--- config.mk ---
export PLATFORM = sky130hd
export DESIGN_NAME = ps2_kbd_ctrl
export DESIGN_NICKNAME = d
export VERILOG_FILES = /design/src/rtl/ps2_kbd_ctrl.sv
export SDC_FILE = /design/constraint.sdc
export NUM_CORES = 1
export LEC_CHECK = 0
export CAP_MARGIN = 20
export CORE_UTILIZATION = 59
export CTS_CLUSTER_SIZE = 25
export DETAILED_ROUTE_END_ITERATION = 8
export PLACE_DENSITY = 0.85
export SYNTH_ARGS = -nofsm -noshare
export SYNTH_HDL_FRONTEND = slang
export SYNTH_SLANG_ARGS = --single-unit
--- constraint.sdc ---
create_clock -name clk -period 3.88 [get_ports clk]
set_input_delay 0.582 -clock clk [delete_from_list [all_inputs] [get_ports clk]]
set_output_delay 0.582 -clock clk [all_outputs]
set_load 0.005 [all_outputs]
--- src/rtl/ps2_kbd_ctrl.sv ---
// ----------------------------------------------------------------------------
// ps2_kbd_ctrl
//   Sits behind a PS/2 keyboard byte receiver. It turns raw Set-2 scan-code
//   bytes into single key events {ext, brk, code}. E0 marks an extended key,
//   F0 marks a key release, and E1 starts the Pause sequence. Events go into a
//   first-word fall-through FIFO, and the CPU reads them from there. A level
//   interrupt stays high while events are pending.
//
// Parameters
//   DEPTH        event FIFO entries (power of two, >= 2)
//   TIMEOUT_CYC  clk cycles allowed between bytes of one prefix sequence
//
// Ports
//   clk        system clock, all logic on posedge
//   rst_n      asynchronous active-low reset
//   kbd_code   scan-code byte, stable while kbd_irq is high
//   kbd_irq    byte valid from receiver; one byte per rising edge
//   evt_pop    pop the head event (ignored when the FIFO is empty)
//   stat_clr   clear the sticky ovf / proto_err / bat_ok flags
//   irq_en     interrupt enable
//   evt_valid  FIFO not empty
//   evt_data   head event {ext, brk, code}, zero when empty
//   evt_count  FIFO occupancy, 0..DEPTH
//   ovf        sticky: an event was dropped because the FIFO was full
//   proto_err  sticky: sequence timeout, or 00/FF error byte seen in IDLE
//   bat_ok     sticky: AA (keyboard self-test passed) seen in IDLE
//   irq        irq_en & evt_valid
// ----------------------------------------------------------------------------
module ps2_kbd_ctrl #(
   parameter int DEPTH       = 8,
   parameter int TIMEOUT_CYC = 50000
) (
   input  logic                      clk,
   input  logic                      rst_n,
   input  logic [7:0]                kbd_code,
   input  logic                      kbd_irq,
   input  logic                      evt_pop,
   input  logic                      stat_clr,
   input  logic                      irq_en,
   output logic                      evt_valid,
   output logic [9:0]                evt_data,
   output logic [$clog2(DEPTH):0]    evt_count,
   output logic                      ovf,
   output logic                      proto_err,
   output logic                      bat_ok,
   output logic                      irq
);

   localparam int AW = $clog2(DEPTH);
   localparam int TW = $clog2(TIMEOUT_CYC + 1);
   localparam logic [TW-1:0] TIMER_LAST = TW'(TIMEOUT_CYC - 1);
   localparam logic [AW:0]   COUNT_FULL = (AW + 1)'(DEPTH);

   typedef enum logic [2:0] {
      ST_IDLE    = 3'd0,
      ST_EXT     = 3'd1,
      ST_BRK     = 3'd2,
      ST_EXT_BRK = 3'd3,
      ST_SKIP    = 3'd4
   } state_t;

   // ------------------------------------------------------------------------
   // Byte strobe and parser state
   // ------------------------------------------------------------------------
   logic            irq_d_r;
   logic            stb_s;
   state_t          state_r;
   state_t          state_nxt_s;
   logic [2:0]      skip_r;
   logic [2:0]      skip_nxt_s;
   logic [TW-1:0]   timer_r;
   logic [TW-1:0]   timer_nxt_s;
   logic            push_s;
   logic [9:0]      push_data_s;
   logic            bat_set_s;
   logic            err_set_s;

   // ------------------------------------------------------------------------
   // FIFO storage and status
   // ------------------------------------------------------------------------
   logic [9:0]      mem_r [DEPTH];
   logic [AW-1:0]   wr_ptr_r;
   logic [AW-1:0]   rd_ptr_r;
   logic [AW:0]     count_r;
   logic            full_s;
   logic            empty_s;
   logic            pop_s;
   logic            wr_en_s;
   logic            ovf_r;
   logic            proto_err_r;
   logic            bat_ok_r;

   // The receiver may hold kbd_irq high for several cycles. Only its rising
   // edge counts as a byte.
   assign stb_s = kbd_irq & ~irq_d_r;

   // Delay kbd_irq by one cycle so that its rising edge can be detected
   always_ff @(posedge clk or negedge rst_n) begin
      if (!rst_n) begin
         irq_d_r <= 1'b0;
      end else begin
         irq_d_r <= kbd_irq;
      end
   end

   // Parser state, Pause skip counter and inter-byte timer registers
   always_ff @(posedge clk or negedge rst_n) begin
      if (!rst_n) begin
         state_r <= ST_IDLE;
         skip_r  <= 3'd0;
         timer_r <= '0;
      end else begin
         state_r <= state_nxt_s;
         skip_r  <= skip_nxt_s;
         timer_r <= timer_nxt_s;
      end
   end

   // Next-state decode: prefix parsing, event generation and sequence timeout
   always_comb begin
      state_nxt_s = state_r;
      skip_nxt_s  = skip_r;
      timer_nxt_s = timer_r;
      push_s      = 1'b0;
      push_data_s = 10'd0;
      bat_set_s   = 1'b0;
      err_set_s   = 1'b0;

      if (stb_s) begin
         // A byte arriving in the cycle the timer would expire still wins.
         timer_nxt_s = '0;
         case (state_r)
            ST_IDLE: begin
               case (kbd_code)
                  8'hE0: state_nxt_s = ST_EXT;
                  8'hF0: state_nxt_s = ST_BRK;
                  8'hE1: begin
                     state_nxt_s = ST_SKIP;
                     skip_nxt_s  = 3'd7;
                  end
                  8'hAA: bat_set_s = 1'b1;
                  8'h00, 8'hFF: err_set_s = 1'b1;
                  8'hFA, 8'hFE: begin
                     // ACK / RESEND responses carry no key information
                     push_s = 1'b0;
                  end
                  default: begin
                     push_s      = 1'b1;
                     push_data_s = {2'b00, kbd_code};
                  end
               endcase
            end
            ST_EXT: begin
               if (kbd_code == 8'hF0) begin
                  state_nxt_s = ST_EXT_BRK;
               end else begin
                  push_s      = 1'b1;
                  push_data_s = {2'b10, kbd_code};
                  state_nxt_s = ST_IDLE;
               end
            end
            ST_BRK: begin
               push_s      = 1'b1;
               push_data_s = {2'b01, kbd_code};
               state_nxt_s = ST_IDLE;
            end
            ST_EXT_BRK: begin
               push_s      = 1'b1;
               push_data_s = {2'b11, kbd_code};
               state_nxt_s = ST_IDLE;
            end
            ST_SKIP: begin
               // Pause sends E1 and then seven more bytes. They are folded
               // into a single extended E1 event.
               if (skip_r == 3'd1) begin
                  skip_nxt_s  = 3'd0;
                  push_s      = 1'b1;
                  push_data_s = {2'b10, 8'hE1};
                  state_nxt_s = ST_IDLE;
               end else begin
                  skip_nxt_s  = skip_r - 3'd1;
               end
            end
            default: begin
               state_nxt_s = ST_IDLE;
               skip_nxt_s  = 3'd0;
            end
         endcase
      end else if (state_r == ST_IDLE) begin
         timer_nxt_s = '0;
      end else if (timer_r == TIMER_LAST) begin
         // Abandon the partial sequence. Nothing is pushed.
         timer_nxt_s = '0;
         skip_nxt_s  = 3'd0;
         state_nxt_s = ST_IDLE;
         err_set_s   = 1'b1;
      end else begin
         timer_nxt_s = timer_r + 1'b1;
      end
   end

   // ------------------------------------------------------------------------
   // Event FIFO
   // ------------------------------------------------------------------------
   assign empty_s = (count_r == '0);
   assign full_s  = (count_r == COUNT_FULL);
   assign pop_s   = evt_pop & ~empty_s;
   // A pop in the same cycle frees the slot the push needs, even when full.
   assign wr_en_s = push_s & (~full_s | pop_s);

   // Event storage. Entries are only read while they hold valid data, so the
   // array itself needs no reset.
   always_ff @(posedge clk) begin
      if (wr_en_s) begin
         mem_r[wr_ptr_r] <= push_data_s;
      end else begin
         mem_r[wr_ptr_r] <= mem_r[wr_ptr_r];
      end
   end

   // Read/write pointers (wrap naturally modulo DEPTH) and occupancy counter
   always_ff @(posedge clk or negedge rst_n) begin
      if (!rst_n) begin
         wr_ptr_r <= '0;
         rd_ptr_r <= '0;
         count_r  <= '0;
      end else begin
         if (wr_en_s) begin
            wr_ptr_r <= wr_ptr_r + 1'b1;
         end else begin
            wr_ptr_r <= wr_ptr_r;
         end
         if (pop_s) begin
            rd_ptr_r <= rd_ptr_r + 1'b1;
         end else begin
            rd_ptr_r <= rd_ptr_r;
         end
         case ({wr_en_s, pop_s})
            2'b10:   count_r <= count_r + 1'b1;
            2'b01:   count_r <= count_r - 1'b1;
            default: count_r <= count_r;
         endcase
      end
   end

   // Sticky status flags. A set in the same cycle as stat_clr keeps the flag at 1.
   always_ff @(posedge clk or negedge rst_n) begin
      if (!rst_n) begin
         ovf_r       <= 1'b0;
         proto_err_r <= 1'b0;
         bat_ok_r    <= 1'b0;
      end else begin
         ovf_r       <= (push_s & full_s & ~pop_s) | (ovf_r & ~stat_clr);
         proto_err_r <= err_set_s | (proto_err_r & ~stat_clr);
         bat_ok_r    <= bat_set_s | (bat_ok_r & ~stat_clr);
      end
   end

   assign evt_valid = ~empty_s;
   assign evt_data  = empty_s ? 10'd0 : mem_r[rd_ptr_r];
   assign evt_count = count_r;
   assign ovf       = ovf_r;
   assign proto_err = proto_err_r;
   assign bat_ok    = bat_ok_r;
   assign irq       = irq_en & ~empty_s;

endmodule

* After elaboration in Yosys (flattened, before gate mapping) *
Memory sizes are Yosys's and may differ from the RTL's.
Cells that the tools add are included.

operators by class
  $add $sub $neg = 6
  $mul = 0
  divide/modulo/power cells = 0
  magnitude comparators = 0
  eq/ne operators = 22
  shift operators = 0
  muxes and demuxes = 38
  bitwise gates (word level) = 19
  reduce and logical (&&, ||, !) cells = 12

operators by type and width
  kind                                                              count
  8-bit == test (second input constant)                             7
  10-bit two-way mux                                                5
  10-bit one-hot mux with 5 select lines                            1
  16-bit two-way mux                                                3
  3-bit one-hot mux with 3 select lines                             3
  3-bit two-way mux                                                 7
  16-bit by 1-bit adder with 16-bit output (second input constant)  1
  16-bit == test (second input constant)                            1
  1-bit two-way mux                                                 15
  1-bit AND                                                         9
  8-bit logical NOT                                                 1
  8-bit two-way mux                                                 1
  4-bit one-hot mux with 2 select lines                             1
  4-bit AND reduction                                               2
  8-bit OR reduction                                                1
  3-bit by 1-bit adder with 3-bit output (second input constant)    2
  3-bit by 1-bit == test with 1-bit output (second input constant)  2
  3-bit by 2-bit == test with 1-bit output (second input constant)  2
  1-bit NOT                                                         5
  1-bit OR                                                          5
  4-bit by 1-bit adder with 4-bit output (second input constant)    1
  4-bit == test (second input constant)                             1
  4-bit logical NOT                                                 1
  2-bit inequality test (second input constant)                     2
  16 further kinds                                                  18

word-level totals
  flip-flop bits (word level) = 36
  latch bits = 0
  memory bits (writable) = 80
  memory bits (read-only) = 0
  input bits = 14
  word-level logic and storage cells = 108
  memories = 1

memories
  memory  words  width  rd ports  clocked after memory_dff  write ports  RTL line  text
  mem_r   8      10     1         0                         1            81        logic [9:0] mem_r [DEPTH];

* Logic depth before layout (Yosys ltp) *
Gate-level depths: netlist of the first run.

  depth after elaboration = 9
  mapped depth = 14

* Worst setup path after synthesis of the first run *
OpenSTA, ideal clock, no wires.

  path kind = input -> register
  from = input port kbd_code[3]
  to = register count_r[3] (netlist: evt_count[3])
  library setup time = 0.079 ns
  data arrival time = 3.213 ns
  required time = 3.801 ns
  slack = 0.588 ns
  stages = 12
  buffers on the path = 0
  path through = nand4bb_1 -> or4_4 -> a221o_1 -> o21ai_4 -> nand3_1 -> inv_1 -> ha_1 -> a21o_1 -> a21o_1 -> or2_2 -> mux2i_1 -> xor2_1

between the ends
  cells in the longest elaborated chain, start to end = 8

ends and longest elaborated chain
  element                                                                      RTL line  text
  start, declared                                                              35        input logic [7:0] kbd_code,
  8-bit == test, or another cell as far along                                  134, 154
  8-bit OR reduction (no line)                                                 n/a
  1-bit two-way mux                                                            134       case (kbd_code)
  1-bit one-hot mux with 4 select lines *                                      132       case (state_r)
  1-bit two-way mux *                                                          129       if (stb_s) begin
  1-bit AND *                                                                  209       assign wr_en_s = push_s & (~full_s | pop_s);
  2-bit by 1-bit == test with 1-bit output or 2-bit == test (tied branches)    238       case ({wr_en_s, pop_s})
  4-bit one-hot mux with 2 select lines or 2-bit nonzero test (tied branches)  n/a
  end signal, assigned                                                         239       2'b10: count_r <= count_r + 1'b1;
  end signal, assigned                                                         240       2'b01: count_r <= count_r - 1'b1;
  end signal, assigned                                                         241       default: count_r <= count_r;
  end, declared                                                                84        logic [AW:0] count_r;

Every way passes the cells marked *; elsewhere a longest branch is shown, timed or not.
A chain may end at the register's enable or synchronous reset.

* Worst setup path after layout of the first run *
Ends and elaborated chain as after synthesis.

==> impl_metrics.json, run 1 <==
{
  "status": "finished clean",
  "die_w_um": 96.01,
  "wirelength_um": 10860,
  "syn_inst": 364,
  "synth_common_cells": "edfxtp_1, nor2_1, dfrtp_1, mux4_2, inv_1",
  "worstSetupEndpointType": "register",
  "nNetsFinal": 440,
  "grt_pass1_wl_um": 17080,
  "finalSetupViolCount": 0,
  "syn_to_final_growth_pct": 22.51,
  "tritoncts": "built",
  "synth_mux_area_frac": 0.1159,
  "post_drt_wl_per_cell_um": 20.26,
  "power_density_nw_per_um2": 690.6,
  "io_pins": 33,
  "synth-warning-count": 0,
  "drive_gt1_frac": 0.2088,
  "max-cap-violations": 0,
  "synth-seq-cells": 116,
  "p_leak_nw": 2.405,
  "pwr-share-clk": 0.374,
  "fin_util": 0.7621,
  "cts-root-buf": "clkbuf_8",
  "switching_share": 0.2829,
  "synth_top_family_by_area": "simple AND/OR/NAND/NOR gates",
  "p_seq_frac": 0.363,
  "syn-num-nets": 386,
  "startpoint_type": "input port",
  "async_flop_share": 0.3103,
  "worst_slack_ns": 0.4819,
  "grt_pass1_vias": 3313,
  "yosys.area_share.simple": 0.1169,
  "hold_violations": 0,
  "p_int_mw": 3.163,
  "finalMaxSlewViolations": 0,
  "portBuffers": 32,
  "instances_no_fill": 536,
  "die_h_um": 96.01,
  "overflow": 0,
  "start_util": 0.6220,
  "clock_sinks": 116,
  "slew_headroom": 0.5203,
  "clk_latency_ns": 0.51,
  "fmax_ghz": 0.2943,
  "synth-edff-count": 80,
  "post_cts_buffers": 0,
  "synth_compound_area_frac": 0.05136,
  "drtIter0Drc": 236,
  "share_comb_of_total_power": 0.263,
  "r2r_cells": 12,
  "hpwlAfterDp_um": 6860,
  "skew_ns": 0.007272,
  "synthFlopType": "edfxtp_1",
  "tns_ns": 0,
  "synth_xor_area_frac": 0.03528,
  "yosysSeqAreaShare": 0.6335,
  "avgSynthCellArea_um2": 14.32,
  "cts_resized": 0,
  "cts_hold_buf": 0,
  "fin_area_um2": 6387,
  "h-tree-depth": 4,
  "cts_max_path_buffers": 2,
  "period_share": 0.8758,
  "place_congestion": 0.9585,
  "diodes": 0,
  "synth_area_um2": 5214,
  "placedCellCount": 503,
  "cts_inserted_buffers": 17,
  "yosys.area.top_type": "edfxtp_1",
  "ys_types": 57,
  "firstDrtPassIters": 4,
  "dp_slack_ns": -0.02940,
  "drc": 0,
  "crit_type": "input port to register",
  "synthTopCellsByArea": "edfxtp_1, dfrtp_1, mux4_2, nor2_1, mux2i_1",
  "cp_max_fo": 4,
  "p_sw_mw": 1.248,
  "finalCriticalPeriod_ns": 3.398,
  "via_per_inst": 6.134,
  "antenna_left": 0,
  "place_area_um2": 5748,
  "synth_adder_area_share": 0.02064,
  "num_vias": 3288,
  "grt_max_degree": 37,
  "rsz0062_at_grt": "no",
  "crit_required_ns": 4.32,
  "worstPathArrival_ns": 3.84,
  "placementRows": 33,
  "ir_drop_v": 0.0003643,
  "die-area_um2": 9217,
  "track_usage": 0.2655,
  "tightest_slew_ns": 0.7196,
  "core_region_area_um2": 8382,
  "antenna_found_initial": 0,
  "path_clk_slew_ns": 0.06,
  "synth.top_cell.area_share": 0.4608,
  "hold_class": "input port to async pin",
  "synth_most_common_cell": "edfxtp_1"
}
## layout by cell type, fill, tap and decap left out, drive strengths merged, types with 3 or more instances in the layout
master,n
mux2,3
or4,3
ha,7
mux2i,12
and3,5
a21oi,9
a22o,3
nand3,9
o21ai,11
edfxtp,80
clkinv,3
nand2,13
nor3,9
nor2,40
mux4,20
nand4,7
nor4b,3
clkdlybuf4s50,32
bufinv,4
xor2,8
dfrtp,36
o41ai,4
clkbuf,17
inv,24
a21o,3
xnor2,13
and2,6
nor4,6
buf,16
## through the flow
stage	hold WS [ns]	total power, mW
3_5_place_dp	0.4599	2.779
5_1_grt	0.4845	4.615
6_report	0.4752	4.411
3_3_place_gp	0.4390	2.722
2_1_floorplan	0.2864	2.282
4_1_cts	0.4676	4.440
## routing by layer
layer  part of all wire  routed length [µm]  up-vias  global-route usage
met5                  0                   0        -                   0
met4              0.016                 177        0              0.1107
met3              0.053                 575       17             0.06161
met2               0.52                5664      116              0.4569
met1               0.41                4445     1662              0.3219
li1                   -                   -     1493                   -
## kinds of logic (layout without fill, tap and decap cells)
logic type	after synthesis	in the layout
DFF	116	116
AOI/OAI and AO/OA	39	39
buffers and inverters	30	97
and+or+nand+nor	115	115
muxes	35	35
xor gates and xnor gates	21	21
adders and majority gates	8	8
## state kept, by name (all words and copies together) (netlist names)
name / flops
bat_ok: 1
mem_r: 80
skip_r: 3
state_r: 3
irq_d_r: 1
rd_ptr_r: 3
evt_count: 4
ovf: 1
wr_ptr_r: 3
proto_err: 1
timer_r: 16
## path summary, 6_finish.rpt
check                       startpoint      endpoint  slack, ns
setup / recovery           kbd_code[3]  evt_count[3]       0.48
hold / removal                   rst_n     skip_r[0]       0.48
setup reg to reg            state_r[2]  evt_count[3]       0.54
hold reg to reg             timer_r[0]    timer_r[0]       0.48
max in group asynchronous        rst_n   wr_ptr_r[2]       3.08
min in group clk            timer_r[0]    timer_r[0]       0.48
## power groups by stage
| stage | combinational [mW] | clock [mW] | sequential [mW] |
|---|---|---|---|
| floorplan | 0.735 | 0 | 1.55 |
| global placement | 1.11 | 0 | 1.61 |
| detailed placement | 1.16 | 0 | 1.62 |
| CTS | 1.18 | 1.66 | 1.60 |
| global route | 1.28 | 1.73 | 1.61 |
| finish | 1.16 | 1.65 | 1.60 |
## area by class of cell
type / count / area, µm²
clock buffers: 17 / 414.1
clock inverters: 15 / 217.7
fillers: 490 / 1994
inverters: 17 / 63.81
multi-input cells: 218 / 1817
flip-flops and latches: 116 / 3303
well taps: 105 / 131.4
repair buffers: 48 / 440.4
## worst max-delay path: stages
cell	delay, ns
clkdlybuf4s50_1	0.45
nand4bb_1	0.29
or4_4	0.56
a221o_1	0.37
o21ai_4	0.18
nand3_1	0.13
inv_1	0.11
ha_1	0.23
a21o_1	0.17
a21o_1	0.17
or2_2	0.27
mux2i_1	0.17
xor2_1	0.15
(Power assumes the default switching activity.)
==> run 2, diff against run 1 <==
--- a/config.mk
+++ b/config.mk
@@ -5,11 +5,13 @@
 export SDC_FILE = /design/constraint.sdc
 export NUM_CORES = 1
 export LEC_CHECK = 0
+export ABC_AREA = 1
 export CAP_MARGIN = 20
 export CORE_UTILIZATION = 59
 export CTS_CLUSTER_SIZE = 25
 export DETAILED_ROUTE_END_ITERATION = 8
 export PLACE_DENSITY = 0.85
+export RECOVER_POWER = 100
 export SYNTH_ARGS = -nofsm -noshare
 export SYNTH_HDL_FRONTEND = slang
 export SYNTH_SLANG_ARGS = --single-unit
==> run 2 against run 1 <==
The run now ends with max-capacitance violations, max-slew violations left. Via count increased by 27%. Synthesized cell count increased by 48%. Sequential power about the same. Wire length increased by 16%. Core utilization decreased by 3.7 points. First-iteration DRC count increased by 57%. Total power increased by 5.3%. Non-clock buffer count decreased by 10. Hold slack got worse by 0.0079 ns. Clock skew increased by 0.0045 ns. Critical path type is now register to primary output. Critical endpoint is now evt_data[9]. Largest power group unchanged.
==> impl_metrics.json, run 2 <==
{
  "status": "finished with violations",
  "violations": "max-capacitance violations, max-slew violations",
  "mostFrequentLayoutCell": "nor2_1",
  "yosys.area.top_type": "edfxtp_1",
  "r2r_setup_slack_ns": 0.60,
  "yosysSeqAreaShare": 0.6232,
  "tns_ns": 0,
  "placementRows": 34,
  "p_int_mw": 3.108,
  "cpPeakStageDelay_ns": 0.72,
  "syn_to_final_growth_pct": 19.31,
  "fin_util": 0.7251,
  "hold_violations": 0,
  "grt_pass1_wl_um": 20570,
  "period_share": 0.9069,
  "pwr-share-clk": 0.365,
  "drc": 0,
  "final_cell_mix": "nor2_1, edfxtp_1, nand2_1, o21ai_0, inv_1",
  "synth_common_cells": "nor2_1, edfxtp_1, nand2_1, o21ai_0, inv_1",
  "placedCellCount": 668,
  "tightest_slew_ns": 1.951,
  "die_h_um": 96.78,
  "synth-edff-count": 80,
  "worstSetupEndpointType": "primary output",
  "antenna_left": 0,
  "skew_ns": 0.01181,
  "cts_hold_buf": 0,
  "crit_required_ns": 3.30,
  "cp_max_fo": 32,
  "drtIter0Drc": 370,
  "startpoint_type": "register",
  "power_density_nw_per_um2": 734.4,
  "post_cts_buffers": 0,
  "async_flop_share": 0.3103,
  "rsz0062_at_grt": "no",
  "cts_max_path_buffers": 2,
  "avgSynthCellArea_um2": 9.870,
  "cts-root-buf": "clkbuf_8",
  "synth-seq-cells": 116,
  "antenna_found_initial": 0,
  "grt_pass1_vias": 4138,
  "p_seq_frac": 0.337,
  "path_cells": "inv_1 -> clkbuf_1 -> o21ai_0 -> a31oi_1 -> dlygate4sd3_1",
  "cts_resized": 0,
  "diodes": 0,
  "hpwlAfterDp_um": 7839,
  "io_pins": 33,
  "via_per_inst": 5.953,
  "synth_area_um2": 5300,
  "share_comb_of_total_power": 0.298,
  "grt_max_degree": 42,
  "h-tree-depth": 4,
  "wirelength_um": 12560,
  "syn_inst": 537,
  "clk_latency_ns": 0.52,
  "fmax_ghz": 0.2842,
  "slew_headroom": -0.3004,
  "worstPathArrival_ns": 2.94,
  "p_sw_mw": 1.536,
  "nNetsFinal": 601,
  "critPathBufInv": 3,
  "clock_sinks": 116,
  "portBuffers": 32,
  "place_congestion": 0.9377,
  "drive_gt1_frac": 0.08446,
  "largest_reg_flops": 80,
  "die-area_um2": 9366,
  "p_leak_nw": 2.498,
  "tritoncts": "built",
  "synth.top_cell.area_share": 0.4533,
  "synth_most_common_cell": "nor2_1",
  "crit_type": "register to primary output",
  "instances_no_fill": 700,
  "ir_drop_v": 0.0004649,
  "hold_class": "register to register",
  "switching_share": 0.3308,
  "synthTopCellsByArea": "edfxtp_1, dfrtp_1, nor2_1, o21ai_0, nand2_1",
  "num_vias": 4167,
  "finalSetupViolCount": 0,
  "critPathSlowestCell": "inv_1",
  "finalCriticalPeriod_ns": 3.519,
  "cts_inserted_buffers": 17,
  "die_w_um": 96.78,
  "synth-warning-count": 0,
  "start_util": 0.6077,
  "path_clk_slew_ns": 0.06,
  "path_delay_family": "buffers and inverters",
  "max-cap-violations": 1,
  "finalMaxSlewViolations": 37,
  "syn-num-nets": 559,
  "firstDrtPassIters": 6,
  "core_region_area_um2": 8721,
  "post_drt_wl_per_cell_um": 17.94,
  "fillers": 595,
  "largest-register": "mem_r",
  "track_usage": 0.2870,
  "ys_types": 30,
  "overflow": 0,
  "synthFlopType": "edfxtp_1"
}
[run 2: stage by stage]
stage                     power (mW)  hold slack [ns]  instance area (µm²)  worst slack (ns)
final                          4.644           0.4673                 6324            0.3613
after global routing           4.873           0.4798                 6324            0.1682
after CTS                      4.710           0.1690                 6380            0.4721
after detailed placement       2.983           0.4623                 5739            0.6431
after global placement         2.929           0.4470                 5739            0.7557
after floorplan                2.433           0.2864                 5300             1.577
[run 2: kinds of logic after synthesis]
group / Yosys count / synth area share
compound gates: 113 / 0.1176
xor+xnor: 7 / 0.01157
fa+ha+maj: 8 / 0.02030
buf+inv: 68 / 0.04816
flops: 116 / 0.6232
simple gates: 225 / 0.1792
[run 2: per-layer routing]
layer | routed length, µm | up-vias | GRT usage
met4 | 392 | 0 | 0.1217
li1 | - | 1908 | -
met2 | 6319 | 238 | 0.4735
met5 | 0 | - | 0
met3 | 960 | 35 | 0.06286
met1 | 4888 | 1986 | 0.3690
[run 2: layout make-up]
type	instances	area [µm²]	area share
inverters	53	198.9	0.03146
repair buffers	38	344.1	0.05441
flip-flops and latches	116	3303	0.5224
clock buffers	18	417.9	0.06609
multi-input cells	353	1702	0.2691
clock inverters	14	222.7	0.03522
well taps	108	135.1	0.02137
[run 2: power groups by stage]
stage               Combinational, mW  Sequential (mW)  Clock, mW
finish                           1.38             1.57       1.69
global route                     1.54             1.58       1.76
CTS                              1.44             1.56       1.70
detailed placement               1.40             1.59          0
global placement                 1.35             1.58          0
floorplan                       0.862             1.57          0
[run 2: worst reg2reg max path: cells and delay by family (launching register included)]
family | cells | cell delay (ns)
flops | 1 | 0.43
simple gates | 10 | 2.22
buf+inv | 2 | 0.24
[run 2: path summary, 6_finish.rpt]
check | cells past startpoint | start | endpoint
max | 5 | rd_ptr_r[0] | evt_data[9]
min | 1 | timer_r[0] | timer_r[0]
max reg2reg | 12 | state_r[1] | mem_r[2][7]
min reg2reg | 1 | timer_r[0] | timer_r[0]
max in group asynchronous | 1 | rst_n | wr_ptr_r[1]
min in group asynchronous | 1 | rst_n | timer_r[1]
